`config.mk`:
```
export PLATFORM = sky130hd
export DESIGN_NAME = count_display
export DESIGN_NICKNAME = d
export VERILOG_FILES = /design/src/rtl/count_display_pkg.sv /design/src/rtl/count_display_bin2bcd16.sv /design/src/rtl/count_display.sv
export SDC_FILE = /design/constraint.sdc
export NUM_CORES = 1
export LEC_CHECK = 0
export CORE_MARGIN = 3
export CORE_UTILIZATION = 40
export DETAILED_ROUTE_END_ITERATION = 8
export GPL_TIMING_DRIVEN = 0
export HOLD_SLACK_MARGIN = 0.02
export REMOVE_ABC_BUFFERS = 1
export SYNTH_ARGS = -nofsm -noshare
export SYNTH_HDL_FRONTEND = slang
export SYNTH_HIERARCHICAL = 1
export SYNTH_SLANG_ARGS = --single-unit
```
`constraint.sdc`:
```
create_clock -name clk -period 2.2 [get_ports clk]
set_input_delay 0.22 -clock clk [delete_from_list [all_inputs] [get_ports clk]]
set_output_delay 0.22 -clock clk [all_outputs]
set_load 0.02 [all_outputs]
```
`src/rtl/count_display_pkg.sv`:
```
`timescale 1ns/1ps
`default_nettype none
// +--------------------------------------------------------------------------+
// | count_display_pkg                                                        |
// | Shared FSM encodings, segment patterns and helpers for count_display.    |
// | Rev 1.0                                                                  |
// +--------------------------------------------------------------------------+
package count_display_pkg;

  typedef enum logic [1:0] {
    ST_IDLE  = 2'd0,
    ST_SHIFT = 2'd1,
    ST_LOAD  = 2'd2
  } conv_state_t;

  localparam int NUM_DIGITS = 5;

  // Active-low cathodes, bit order g..a
  localparam logic [6:0] SEG_0     = 7'b1000000;
  localparam logic [6:0] SEG_1     = 7'b1111001;
  localparam logic [6:0] SEG_2     = 7'b0100100;
  localparam logic [6:0] SEG_3     = 7'b0110000;
  localparam logic [6:0] SEG_4     = 7'b0011001;
  localparam logic [6:0] SEG_5     = 7'b0010010;
  localparam logic [6:0] SEG_6     = 7'b0000010;
  localparam logic [6:0] SEG_7     = 7'b1111000;
  localparam logic [6:0] SEG_8     = 7'b0000000;
  localparam logic [6:0] SEG_9     = 7'b0010000;
  localparam logic [6:0] SEG_BLANK = 7'b1111111;

  function automatic logic [6:0] seg_decode(input logic [3:0] nib);
    logic [6:0] seg;
    case (nib)
      4'd0:    seg = SEG_0;
      4'd1:    seg = SEG_1;
      4'd2:    seg = SEG_2;
      4'd3:    seg = SEG_3;
      4'd4:    seg = SEG_4;
      4'd5:    seg = SEG_5;
      4'd6:    seg = SEG_6;
      4'd7:    seg = SEG_7;
      4'd8:    seg = SEG_8;
      4'd9:    seg = SEG_9;
      default: seg = SEG_BLANK;
    endcase
    return seg;
  endfunction

  // Double-dabble correction: every nibble >= 5 gets +3 before the shift
  function automatic logic [19:0] dabble_adjust(input logic [19:0] bcd);
    logic [19:0] adj;
    adj = bcd;
    for (int i = 0; i < NUM_DIGITS; i++) begin
      if (bcd[4*i +: 4] >= 4'd5) adj[4*i +: 4] = bcd[4*i +: 4] + 4'd3;
    end
    return adj;
  endfunction

endpackage
`default_nettype wire

```
`src/rtl/count_display_bin2bcd16.sv`:
```
`timescale 1ns/1ps
`default_nettype none
// +--------------------------------------------------------------------------+
// | bin2bcd16                                                                |
// | Free-running 16-bit binary to 5-digit BCD converter (18-cycle period).  |
// | Rev 1.0                                                                  |
// +--------------------------------------------------------------------------+
module bin2bcd16 (
  input  logic        clk,
  input  logic        rst,
  input  logic [15:0] bin_in,
  output logic [19:0] bcd_out,
  output logic        valid_pulse
);
  import count_display_pkg::*;

  conv_state_t r_state;
  logic [15:0] r_bin;
  logic [19:0] r_acc;
  logic [3:0]  r_cnt;
  logic [19:0] w_adj;

  assign w_adj = dabble_adjust(r_acc);

  always_ff @(posedge clk) begin
    if (rst) begin
      r_state     <= ST_IDLE;
      r_bin       <= '0;
      r_acc       <= '0;
      r_cnt       <= '0;
      bcd_out     <= '0;
      valid_pulse <= 1'b0;
    end else begin
      case (r_state)
        ST_IDLE: begin
          r_bin       <= bin_in;
          r_acc       <= '0;
          r_cnt       <= '0;
          valid_pulse <= 1'b0;
          r_state     <= ST_SHIFT;
        end
        ST_SHIFT: begin
          r_acc <= {w_adj[18:0], r_bin[15]};
          r_bin <= {r_bin[14:0], 1'b0};
          r_cnt <= r_cnt + 4'd1;
          if (r_cnt == 4'd15) begin
            r_state     <= ST_LOAD;
            valid_pulse <= 1'b1;
          end
        end
        ST_LOAD: begin
          bcd_out     <= r_acc;
          valid_pulse <= 1'b0;
          r_state     <= ST_IDLE;
        end
        default: begin
          valid_pulse <= 1'b0;
          r_state     <= ST_IDLE;
        end
      endcase
    end
  end

endmodule
`default_nettype wire

```
`src/rtl/count_display.sv`:
```
`timescale 1ns/1ps
`default_nettype none
// +--------------------------------------------------------------------------+
// | count_display                                                            |
// | Multiplexed 5-digit seven-segment display of a 16-bit count.             |
// | Rev 1.0                                                                  |
// +--------------------------------------------------------------------------+
module count_display #(
  parameter int SCAN_DIV = 100000
) (
  input  logic        clk,
  input  logic        rst,
  input  logic [15:0] count_in,
  output logic [7:0]  an_out,
  output logic [6:0]  seg_out,
  output logic        dp_out
);
  import count_display_pkg::*;

  localparam int PRE_W = $clog2(SCAN_DIV);

  logic [PRE_W-1:0] r_pre;
  logic [2:0]       r_idx;
  logic [19:0]      w_bcd;
  logic             w_unused_valid;
  logic [19:0]      w_upper;
  logic             w_blank;

  bin2bcd16 u_conv (
    .clk         (clk),
    .rst         (rst),
    .bin_in      (count_in),
    .bcd_out     (w_bcd),
    .valid_pulse (w_unused_valid)
  );

  always_ff @(posedge clk) begin
    if (rst) begin
      r_pre <= '0;
      r_idx <= '0;
    end else if (r_pre == PRE_W'(SCAN_DIV - 1)) begin
      r_pre <= '0;
      r_idx <= (r_idx == 3'(NUM_DIGITS - 1)) ? 3'd0 : r_idx + 3'd1;
    end else begin
      r_pre <= r_pre + PRE_W'(1);
    end
  end

  // Shifting the selected nibble down to the bottom also leaves all higher
  // nibbles above it, so a zero result means "this digit is a leading zero".
  assign w_upper = w_bcd >> {r_idx, 2'b00};
  assign w_blank = (r_idx != 3'd0) && (w_upper == 20'd0);

  assign seg_out = w_blank ? SEG_BLANK : seg_decode(w_upper[3:0]);
  assign an_out  = ~(8'd1 << r_idx);
  assign dp_out  = 1'b1;

endmodule
`default_nettype wire

```
==> impl_metrics.yaml, run 1 <==
detailed_routing:
  first_pass_iters: 4
  drtAntennaViolNets: 0
  drc_errors: 0
  vias: 3473
  wire_per_inst_um: 12.99
  drt_iter0_drc: 212
  via_per_inst: 5.070
  wl_mm: 8.900
timing:
  max_slew_margin_pct: 45.04
  fin_ws_ns: -0.3280
  finalCriticalPeriod_ns: 2.528
  fin_skew_ns: 0.007700
  rsz0062_at_grt: "true"
  finalMaxSlewViolations: 0
  fmax_ghz: 0.3956
  min_period_over_period_pct: 114.9
  worst_slew_pin_slew_ns: 0.8243
  setup_viol: 7
  hold_ws_ns: 0.2327
  finalHoldViolCount: 0
layout:
  antennaDiodeCount: 0
  num-fill-cells: 1025
  instances_no_fill: 685
  design_area_mm2: 0.005101
  drive_above_1_share_pct: 14.03
  nets: 585
  syn_to_final_growth_pct: 17.63
setup_path:
  r2r_slack_ns: 0.30
  crit_required_ns: 1.98
  worst_ep_arrival_time_ns: 2.31
  cp-start-kind: "flip-flop"
  critPathKind: "flip-flop to primary output"
  cp_slowest_cell: "dfxtp_4"
  crit_chain: "mux2_4 -> o2bb2ai_4 -> a31oi_4 -> ha_4 -> nand3_4 -> a2111oi_4 -> a31oi_4 -> o21ai_1 -> buf_4"
  crit_fanout: 7
  cpMostUsedCell: "a31oi_4"
  endpoint_kind: "primary output"
  max_stage_delay_ns: 0.40
global_routing:
  busiest_layer: "met2"
  grt_pass1_vias: 3213
  met2_usage_pct: 25.00
  track_usage_pct: 15.23
  antenna_found_initial: 0
  grt_overflow: 0
  use_met3_pct: 2.621
  grt_max_degree: 50
  grt_util_met1_pct: 20.24
  grt_pass1_wl_mm: 15.01
floorplan:
  initial_core_util_pct: 41.63
  core-area_mm2: 0.01042
  ios: 34
  dieHeight_um: 110.1
  dieArea_mm2: 0.01213
  dieWidth_um: 110.1
  row_count: 37
run_status:
  violations: "negative setup slack"
  outcome: "finished, violations left"
clocking:
  clock_latency_ns: 0.34
  root_buffer: "clkbuf_8"
  cts_sinks: 82
  clk_pin_slew_worst_paths_ns: 0.08
  cts_buffers: 9
  cts_max_level: 3
  clockBufferDepth: 2
  cts_tree: "yes"
placement:
  gp_congestion: 0.7902
  dp.cells: 656
  placed_cell_area_mm2: 0.004664
  io_buffers: 32
  hpwl_mm: 5.947
worst_hold_path:
  hp-class: "input port to flip-flop"
logic_synthesis:
  syn_area_per_cell_um2: 8.421
  yosysWarnings: 6
  netlist_instances: 515
  syn-cell-area_mm2: 0.004337
job:
  maxCapViolations: 0
pwr:
  p_per_area_mw_per_mm2: 540.8
  ir_worst_vdd_v: 0.0002745
  power_mw: 2.759
  cellLeakagePower_nw: 1.968
-- per-layer routing --
metal  part of all wire (%)  vias up
li1                       -     1810
met1                     49     1615
met2                     48       42
met3                    2.8        6
met4                   0.81        0
met5                      0        -
-- per-stage QoR --
stage               setup TNS (ns)  worst slack, ns  util (%)
floorplan                   -2.137          -0.3385         -
global placement            -59.97           -1.292     44.62
detailed placement          -16.44           -1.214     44.78
CTS                         -2.465          -0.3792     48.23
global route                -2.883          -0.4365     48.97
finish                      -2.088          -0.3280     48.97
-- state kept, by name, indices dropped and copies added (netlist names) --
register        cells
u_conv/r_acc       20
r_idx               3
u_conv/r_bin       16
u_conv/r_state      2
u_conv/bcd_out     20
r_pre              17
u_conv/r_cnt        4
-- power breakdown --
part | internal [mW] | leakage, nW | switching (mW)
Combinational | 0.0669 | 1.20 | 0.0633
Sequential | 1.50 | 0.668 | 0.0257
Clock | 0.585 | 0.0986 | 0.513
Total | 2.16 | 1.97 | 0.602
-- final cells by class --
cell class                      instances  area, µm²  area share (%)
Timing Repair Buffer                   46      439.2           8.609
Clock inverter                          4      50.05          0.9811
Tap cell                              136      170.2           3.336
Sequential cell                        82       1655           32.45
Clock buffer                           12      155.1           3.041
Inverter                               19      75.07           1.472
Multi-Input combinational cell        386       2556           50.11
-- path summary, 6_finish.rpt --
kind,from,end,cells past startpoint
worst max-delay path,r_idx[1],seg_out[5],9
worst min-delay path,rst,u_conv/r_bin[7],2
worst max register to register,u_conv/r_state[1],u_conv/bcd_out[15],3
worst min register to register,r_pre[0],r_pre[0],1
-- worst max-delay path, delay by kind of cell (launching register included) --
kind	cells	cell delay, ns
compound gates	5	0.83
mux	1	0.33
simple gates	1	0.07
fa+ha+maj	1	0.18
buf+inv	1	0.16
flops	1	0.40
-- placed cells by master, fill, tap and decap left out, types with 5 or more instances in the layout --
cell              n
a21oi_1          51
a21oi_2           6
a22o_1           11
buf_4            14
buf_6             5
clkbuf_8         11
clkdlybuf4s50_1  18
dfxtp_1          77
ha_1             22
inv_1            17
mux2i_1          24
nand2_1          68
nand2b_1         10
nand3_1          16
nor2_1           69
nor3_1            6
o21ai_0          14
o21ai_1           5
xnor2_1          10
xor2_1           14
-- what timing repair did --
item / in CTS / in global routing
gates cloned: 0 / 0
pin swaps: 6 / 4
hold buffers: 0 / 0
setup buffers: 12 / 1
setup endpoints to repair: 53 / 28
resized for setup: 62 / 16
Power figures use the tool's default switching activity.
==> run 2, diff against run 1 <==
--- a/config.mk
+++ b/config.mk
@@ -5,11 +5,14 @@
 export SDC_FILE = /design/constraint.sdc
 export NUM_CORES = 1
 export LEC_CHECK = 0
+export CELL_PAD_IN_SITES_DETAIL_PLACEMENT = 1
+export CELL_PAD_IN_SITES_GLOBAL_PLACEMENT = 1
 export CORE_MARGIN = 3
 export CORE_UTILIZATION = 40
 export DETAILED_ROUTE_END_ITERATION = 8
 export GPL_TIMING_DRIVEN = 0
 export HOLD_SLACK_MARGIN = 0.02
+export PLACE_DENSITY_LB_ADDON = 0.1
 export REMOVE_ABC_BUFFERS = 1
 export SYNTH_ARGS = -nofsm -noshare
 export SYNTH_HDL_FRONTEND = slang
==> run 2 against run 1 <==
Against the previous run:
- the run still ends with negative setup slack left
- sequential share of layout area about the same
- utilization rose by 0.084 points
- count of clock-buffer cells in the layout is 3 lower
- sequential power about the same
- routed wire length grew 14%
- setup slack worse by 0.010 ns
- largest power group unchanged
==> impl_metrics.yaml, run 2 (synthesized netlist as in run 1, its figures left out) <==
timing:
  rsz0062_at_grt: "true"
  setup_viol: 7
  setup_tns_ns: -2.162
  fmax_ghz: 0.3940
  fin_skew_ns: 0.01495
  finalMaxSlewViolations: 0
  max_slew_margin_pct: 48.12
  min_period_over_period_pct: 115.4
  worst_slew_pin_slew_ns: 0.7782
  fin_ws_ns: -0.3382
  finalCriticalPeriod_ns: 2.538
  finalHoldViolCount: 0
setup_path:
  crit_chain: "mux2_4 -> o2bb2ai_2 -> a31oi_4 -> buf_6 -> inv_1 -> ha_1 -> nand2b_4 -> a21oi_4 -> o21ai_1 -> buf_4"
  critPathKind: "flip-flop to primary output"
  worst_ep_arrival_time_ns: 2.32
  max_stage_delay_ns: 0.40
  crit_required_ns: 1.98
  cp-start-kind: "flip-flop"
  critPathLaunch: "r_idx[1]"
  r2r_start: "u_conv/r_state[0]"
  cp_slowest_cell: "dfxtp_4"
  endpoint_kind: "primary output"
  crit_fanout: 6
clocking:
  cts_sinks: 82
  clk_pin_slew_worst_paths_ns: 0.09
  cts_buffers: 9
  clockBufferDepth: 2
  root_buffer: "clkbuf_8"
  clock_latency_ns: 0.35
  cts_max_level: 3
  cts_tree: "yes"
layout:
  layout_commonest_cell: "dfxtp_1"
  design_area_mm2: 0.005110
  final_cell_mix: "dfxtp_1, nor2_1, nand2_1"
  antennaDiodeCount: 0
  nets: 586
  reg.largest.list: "u_conv/bcd_out x20, u_conv/r_acc x20, r_pre x17"
  multiInputGateArea_mm2: 0.002560
  syn_to_final_growth_pct: 17.83
  seq_area_mm2: 0.001658
  num-fill-cells: 1260
  drive_above_1_share_pct: 14.18
placement:
  preCtsSetupSlack_ns: -1.270
  placed_cell_area_mm2: 0.004664
  hpwl_mm: 6.746
  io_buffers: 32
  gp_congestion: 0.7761
global_routing:
  grt_pass1_vias: 3642
  antenna_found_initial: 0
  grt_pass1_wl_mm: 17.13
  met2_usage_pct: 30.98
  grt_max_degree: 50
  grt_overflow: 0
  grt_util_met1_pct: 22.07
  track_usage_pct: 17.54
  use_met3_pct: 2.796
  busiest_layer: "met2"
detailed_routing:
  drtAntennaViolNets: 0
  wire_per_inst_um: 14.81
  vias: 3576
  drc_errors: 0
  via_per_inst: 5.213
  wl_mm: 10.16
  first_pass_iters: 4
  drt_iter0_drc: 122
pwr:
  p_per_area_mw_per_mm2: 545.6
  cellLeakagePower_nw: 1.957
  combPwrFrac_pct: 4.8
  power.share.sequential_pct: 54.9
  power.switching_uw: 682.6
  clockPowerShare_pct: 40.3
  internal_power_mw: 2.105
  ir_worst_vdd_v: 0.0002698
  swShare_pct: 24.48
floorplan:
  initial_core_util_pct: 41.63
  dieWidth_um: 110.1
  dieArea_mm2: 0.01213
  ios: 34
  core-area_mm2: 0.01042
  row_count: 37
  dieHeight_um: 110.1
job:
  maxCapViolations: 0
run_status:
  violations: "negative setup slack"
  outcome: "finished, violations left"
worst_hold_path:
  hp-class: "input port to flip-flop"
  holdCritStartpoint: "rst"
run 2: changes by cell type in the layout (fill, tap and decap cells not counted), sizes merged:
| cell | delta |
|---|---|
| clkinv | +2 |
| clkinvlp | -1 |
| dlymetal6s2s | -1 |
| clkdlybuf4s50 | +1 |
| inv | +2 |
| clkbuf | -3 |
| buf | +1 |
run 2: critical path, delay by kind of cell, from the launching register on:
family	cells	cell delay, ns
simple gates	1	0.14
buf+inv	3	0.36
flops	1	0.40
compound gates	4	0.57
mux	1	0.31
fa+ha+maj	1	0.19
run 2: metrics by stage:
step	instances	hold WS [ns]	total power, mW	utilization, %
CTS	683	0.2056	2.826	48.34
finish	686	0.2211	2.788	49.06
detailed placement	656	0.4513	1.707	44.78
global route	686	0.2182	2.913	49.06
global placement	655	0.4306	1.698	44.62
floorplan	487	0.2891	1.631	-
run 2: layout make-up:
type / count / share of cell area [%]
Multi-Input combinational cell: 386 / 50.10
Sequential cell: 82 / 32.44
Timing Repair Buffer: 47 / 8.741
Tap cell: 136 / 3.330
Clock buffer: 9 / 2.424
Clock inverter: 7 / 1.494
Inverter: 19 / 1.469
run 2: path summary, 6_finish.rpt:
kind | slack (ns) | cells past startpoint | end
max | -0.34 | 10 | seg_out[0]
min | 0.22 | 2 | u_conv/r_bin[6]
max reg2reg | 0.26 | 3 | u_conv/r_cnt[2]
min reg2reg | 0.46 | 2 | u_conv/bcd_out[1]
run 2: repair_timing:
item,4_1_cts,5_1_grt
setup endpoints to repair,58,30
pin swaps,6,5
hold buffers,0,0
hold endpoints to repair,0,0
gates resized for setup,69,12
setup buffers,11,3
run 2: layer usage:
metal / part of all wire, % / vias up
li1: - / 1808
met1: 47 / 1734
met2: 50 / 29
met3: 2.1 / 5
met4: 0.75 / 0
met5: 0 / -
run 2: power groups by stage:
stage | clock network [mW] | registers, mW | logic [mW]
final | 1.12 | 1.53 | 0.135
after floorplan | 0 | 1.56 | 0.0693
after global placement | 0 | 1.57 | 0.130
after global routing | 1.22 | 1.54 | 0.153
after detailed placement | 0 | 1.57 | 0.137
after CTS | 1.16 | 1.53 | 0.138
==> run 3, diff against run 2 <==
--- a/config.mk
+++ b/config.mk
@@ -6,9 +6,9 @@
 export NUM_CORES = 1
 export LEC_CHECK = 0
 export CELL_PAD_IN_SITES_DETAIL_PLACEMENT = 1
-export CELL_PAD_IN_SITES_GLOBAL_PLACEMENT = 1
-export CORE_MARGIN = 3
-export CORE_UTILIZATION = 40
+export CELL_PAD_IN_SITES_GLOBAL_PLACEMENT = 2
+export CORE_MARGIN = 4
+export CORE_UTILIZATION = 32
 export DETAILED_ROUTE_END_ITERATION = 8
 export GPL_TIMING_DRIVEN = 0
 export HOLD_SLACK_MARGIN = 0.02
==> run 3 against run 2 <==
Against the previous run:
- the flow still finishes with violations (negative setup slack)
- utilization shrank 9.2 points
- count of clock-buffer cells in the layout grew 2
- cell count increased by 5.5%
- largest cell class unchanged
- die area is 28% higher
- non-clock buffer count is 2 lower
- setup slack better by 0.024 ns
- total power is 11% higher
- first-iteration DRC count decreased by 26%
==> impl_metrics.yaml, run 3 (synthesized netlist as in run 1, its figures left out) <==
run_status:
  outcome: "finished, violations left"
  violations: "negative setup slack"
setup_path:
  r2r_cells: 3
  r2r_end: "u_conv/r_acc[16]"
  r2r_slack_ns: 0.22
  r2r_start: "u_conv/r_state[1]"
  cp-start-kind: "flip-flop"
  worst_ep_arrival_time_ns: 2.29
  crit_fanout: 7
  crit_required_ns: 1.98
  critPathKind: "flip-flop to primary output"
  endpoint_kind: "primary output"
layout:
  instances_no_fill: 724
  syn_to_final_growth_pct: 21.73
  layout_commonest_cell: "dfxtp_1"
  drive_above_1_share_pct: 14.78
  multiInputGateArea_mm2: 0.002597
  final_cell_mix: "dfxtp_1, nand2_1, nor2_1"
  num-fill-cells: 1554
  seq_area_mm2: 0.001654
  nets: 584
  reg.largest.list: "u_conv/bcd_out x20, u_conv/r_acc x20, r_pre x17"
  finalCoreUtilization_pct: 39.86
  antennaDiodeCount: 0
placement:
  hpwl_mm: 7.100
  dp.cells: 697
  gp_congestion: 0.7171
  io_buffers: 32
detailed_routing:
  wl_mm: 10.41
  first_pass_iters: 4
  drt_iter0_drc: 90
  drtAntennaViolNets: 0
  via_per_inst: 4.961
  drc_errors: 0
  vias: 3592
  wire_per_inst_um: 14.38
clocking:
  cts_sinks: 82
  root_buffer: "clkbuf_16"
  clock_latency_ns: 0.35
  clk_pin_slew_worst_paths_ns: 0.07
  cts_max_level: 3
  cts_buffers: 9
  cts_tree: "yes"
  clockBufferDepth: 2
timing:
  finalMaxSlewViolations: 0
  finalCriticalPeriod_ns: 2.515
  fmax_ghz: 0.3977
  fin_skew_ns: 0.008423
  min_period_over_period_pct: 114.3
  max_slew_margin_pct: 38.39
  finalHoldViolCount: 0
  worst_slew_pin_slew_ns: 0.9242
  rsz0062_at_grt: "true"
  fin_ws_ns: -0.3147
  setup_viol: 7
job:
  maxCapViolations: 0
floorplan:
  core-area_mm2: 0.01324
  row_count: 42
  dieHeight_um: 124.4
  initial_core_util_pct: 32.75
  dieArea_mm2: 0.01548
  dieWidth_um: 124.4
  ios: 34
worst_hold_path:
  hp-class: "input port to flip-flop"
  holdCritStartpoint: "rst"
  min_to: "u_conv/r_bin[4]"
  min_path_cells: 2
global_routing:
  grt_overflow: 0
  antenna_found_initial: 0
  grt_pass1_wl_mm: 17.72
  grt_max_degree: 50
  track_usage_pct: 13.70
  grt_pass1_vias: 3692
pwr:
  power_mw: 3.105
  ir_worst_vdd_v: 0.0003085
  p_per_area_mw_per_mm2: 588.2
  cellLeakagePower_nw: 1.996
[run 3: cell types whose count changed in the layout (fill, tap and decap cells not counted), moves of 2 or more]
cell,previous run,this run
clkbuf_16,0,9
clkinvlp_4,2,5
buf_4,16,12
inv_1,18,16
inv_2,0,2
o21ai_0,12,10
ha_1,22,19
ha_4,1,3
clkinv_2,2,0
dlygate4sd2_1,2,4
clkbuf_8,9,1
[run 3: power by group]
group          internal (mW)  total, mW  switching (mW)
registers               1.51       1.53          0.0207
logic                 0.0718      0.147          0.0750
clock network          0.800       1.43           0.632
[run 3: repair_timing]
item	4_1_cts	5_1_grt
gates resized for setup	70	21
endpoints found under the setup margin	50	24
setup buffers	11	0
pin swaps	7	7
hold buffers	0	0
[run 3: how the worst max path moves through the flow]
stage,endpoint,from
CTS,seg_out[6],r_idx[1]
global placement,u_conv/r_acc[16],rst
finish,seg_out[3],r_idx[1]
floorplan,seg_out[0],r_idx[1]
global route,seg_out[3],r_idx[1]
detailed placement,seg_out[6],r_idx[1]
[run 3: worst max-delay path, cell delays in order, from the launching register on]
cell and delay, ns:
dfxtp_4 0.39, mux2_4 0.32, o2bb2ai_4 0.15, a31oi_4 0.20
ha_4 0.19, nand3_4 0.06, a2111oi_4 0.27, a31oi_4 0.11
o21ai_1 0.11, buf_4 0.15
[run 3: layout make-up]
cell class,instances,area share [%]
clock buffer,11,4.598
tap,176,4.172
multi-input combinational,386,49.21
inverter,19,1.422
timing repair buffer,45,8.533
clock inverter,5,0.7348
sequential,82,31.33
[run 3: layer usage]
| layer | wire length (µm) | vias up | GRT usage, % |
|---|---|---|---|
| met5 | 0 | - | 0 |
| met2 | 4944 | 33 | 23.35 |
| met1 | 5034 | 1731 | 16.95 |
| met3 | 232 | 15 | 2.616 |
| li1 | - | 1813 | - |
| met4 | 202 | 0 | 5.609 |
[run 3: stage by stage]
step	worst slack, ns	hold slack (ns)	instance area [µm²]	setup TNS (ns)
after floorplan	-0.3385	0.2891	4158	-2.137
after global placement	-1.522	0.4304	4698	-77.12
after detailed placement	-1.260	0.4503	4742	-15.88
after CTS	-0.3922	0.2017	5182	-2.620
after global routing	-0.4418	0.2197	5279	-2.872
final	-0.3147	0.2051	5279	-2.049
==> patch: new RTL, flow settings as in run 2 <==
Make the reset (`rst`) asynchronous in 2 clocked blocks.
--- a/src/rtl/count_display_bin2bcd16.sv
+++ b/src/rtl/count_display_bin2bcd16.sv
@@ -22,7 +22,7 @@
 
   assign w_adj = dabble_adjust(r_acc);
 
-  always_ff @(posedge clk) begin
+  always_ff @(posedge clk or posedge rst) begin
     if (rst) begin
       r_state     <= ST_IDLE;
       r_bin       <= '0;
--- a/src/rtl/count_display.sv
+++ b/src/rtl/count_display.sv
@@ -34,7 +34,7 @@
     .valid_pulse (w_unused_valid)
   );
 
-  always_ff @(posedge clk) begin
+  always_ff @(posedge clk or posedge rst) begin
     if (rst) begin
       r_pre <= '0;
       r_idx <= '0;
Behaviour: no difference found for any inputs over 10 cycles, from zero or initial values and one cycle with rst high; that may be too few to reach the edited logic, so the function may still have changed.
==> patch against run 2 <==
Core utilization shrank 0.18 points. Global-route usage shrank 1.4 points. Critical endpoint is now seg_out[1]. First-iteration DRC count grew 11%. Register-to-register slack lost 40 ps. Area after synthesis grew 2.2%. The flow still finishes with violations (negative setup slack). Wire length shrank 4.8%. Die area grew 2.0%. Design area grew 0.96%. Sequential cell count is the same. Setup slack lost 100 ps. Largest cell class unchanged. Final cell count shrank 8.3%.
Power is not compared: it rests on default switching activity, and its combinational part moved more than twofold at a synthesized area within 25%.
==> patch: results (changes against run 2) <==
stage,metric,value,unit,change
outcome,status,"finished, violations left",,
outcome,failing checks,negative setup slack,,
detailed_routing,met1 WL,4490,µm,-5.7%
global_routing,met3 Use GR,3.06,%,+0.26 points
setup_path,worst path required time,1980,ps,about the same
timing,Clock Skews,15.7,ps,+0.776 ps
place,routability cong.,0.719,,-7.3%
detailed_routing,routed len/inst,15.4,µm,+3.8%
hold_path,Hold Path Class,input pin to async pin,,
floorplanning,full die area,0.0124,mm²,+2.0%
place,HPWL after detailed placement,6590,µm,-2.3%
layout,number of multi-input logic gates,330,,-15%
timing,final setup margin,-442,ps,-104 ps
timing,# setup viols final,7,,unchanged
detailed_routing,drt first pass iters,4,,unchanged
layout,fin nets,529,,-9.7%
global_routing,met1 global-route usage,21.5,%,-0.58 points
global_routing,vias in the first global route,3444,,-5.4%
detailed_routing,DR iter-0 viols,135,,+11%
setup_path,crit-path max FO,8,,+2
global_routing,largest net degree at the start of global routing,59,,+18%
global_routing,Total GRT Usage,16.2,%,-1.4 points
timing,Slew @ Worst Pin,804,ps,+25.6 ps
setup_path,Crit-path slowest cell,dfrtp_4,,
layout,Final clock-cell share,3.44,%,-0.47 points
timing,setup TNS,-2960,ps,-797 ps
clock_network,CTS resizes,58,,-16%
setup_path,R2R Path Start,u_conv/r_state[0],,
clock_network,postcts setup bufs,9,,-2
setup_path,Reg2Reg Depth,2,,-1
layout,Storage cell area,0.00206,mm²,+24%
detailed_routing,total number of vias,3349,,-6.3%
detailed_routing,metal2 WL,4750,µm,-6.9%
global_routing,first-pass GRT wire length,16800,µm,-1.8%
power_and_ir_drop,Static Leakage,2.35,nW,
synthesis,ys async rst share,100,%,
layout,non-clock buffer share of cell area,7.91,%,-0.83 points
layout,Inverters,21,,+2
synthesis,post-synthesis xor/xnor area fraction,4.15,%,
synthesis,Mapped Cells,454,,-12%
setup_path,worst reg2reg endpoint,u_conv/bcd_out[19],,
layout,Fillers,1224,,-2.9%
layout,Signal buffers,44,,-6.4%
timing,hold_ws,326,ps,+105 ps
setup_path,CP peak stage delay,550,ps,+150 ps
setup_path,R2R setup slack,220,ps,-40 ps
place,Place WS,-1130,ps,+141 ps
detailed_routing,met3 wire length,325,µm,+49%
layout,multi-input logic area,0.00226,mm²,-12%
detailed_routing,Vias/cell,5.32,,+2.1%
setup_path,CP startpoint,r_idx[0],,
global_routing,GR Util met2,27.1,%,-3.9 points
place,placed instance count,603,,-8.1%
[patch: cell types whose count changed in the layout (fill, tap and decap cells not counted), moves of 5 or more]
cell	change
a21oi_1	-34
buf_4	-6
dfrtp_1	+77
dfxtp_1	-77
mux2_2	+10
nor2_1	-46
o21ai_0	+39
xnor2_1	+5
xor2_1	-8
[patch: how the worst max path moves through the flow]
stage / to / slack, ps / cells past startpoint
6_report: seg_out[1] / -440 / 9
3_5_place_dp: seg_out[0] / -1130 / 8
2_1_floorplan: u_conv/bcd_out[10] / -290 / 2
4_1_cts: seg_out[0] / -450 / 9
3_3_place_gp: u_conv/bcd_out[19] / -1200 / 2
5_1_grt: seg_out[4] / -550 / 10
[patch: power groups by stage]
stage | clock, mW | sequential, mW | combinational [mW]
CTS | 1.06 | 2.05 | 1.60
global route | 1.12 | 2.11 | 1.82
finish | 1.01 | 2.06 | 1.61
global placement | 0 | 2.06 | 1.53
detailed placement | 0 | 2.08 | 1.60
floorplan | 0 | 1.98 | 1.15
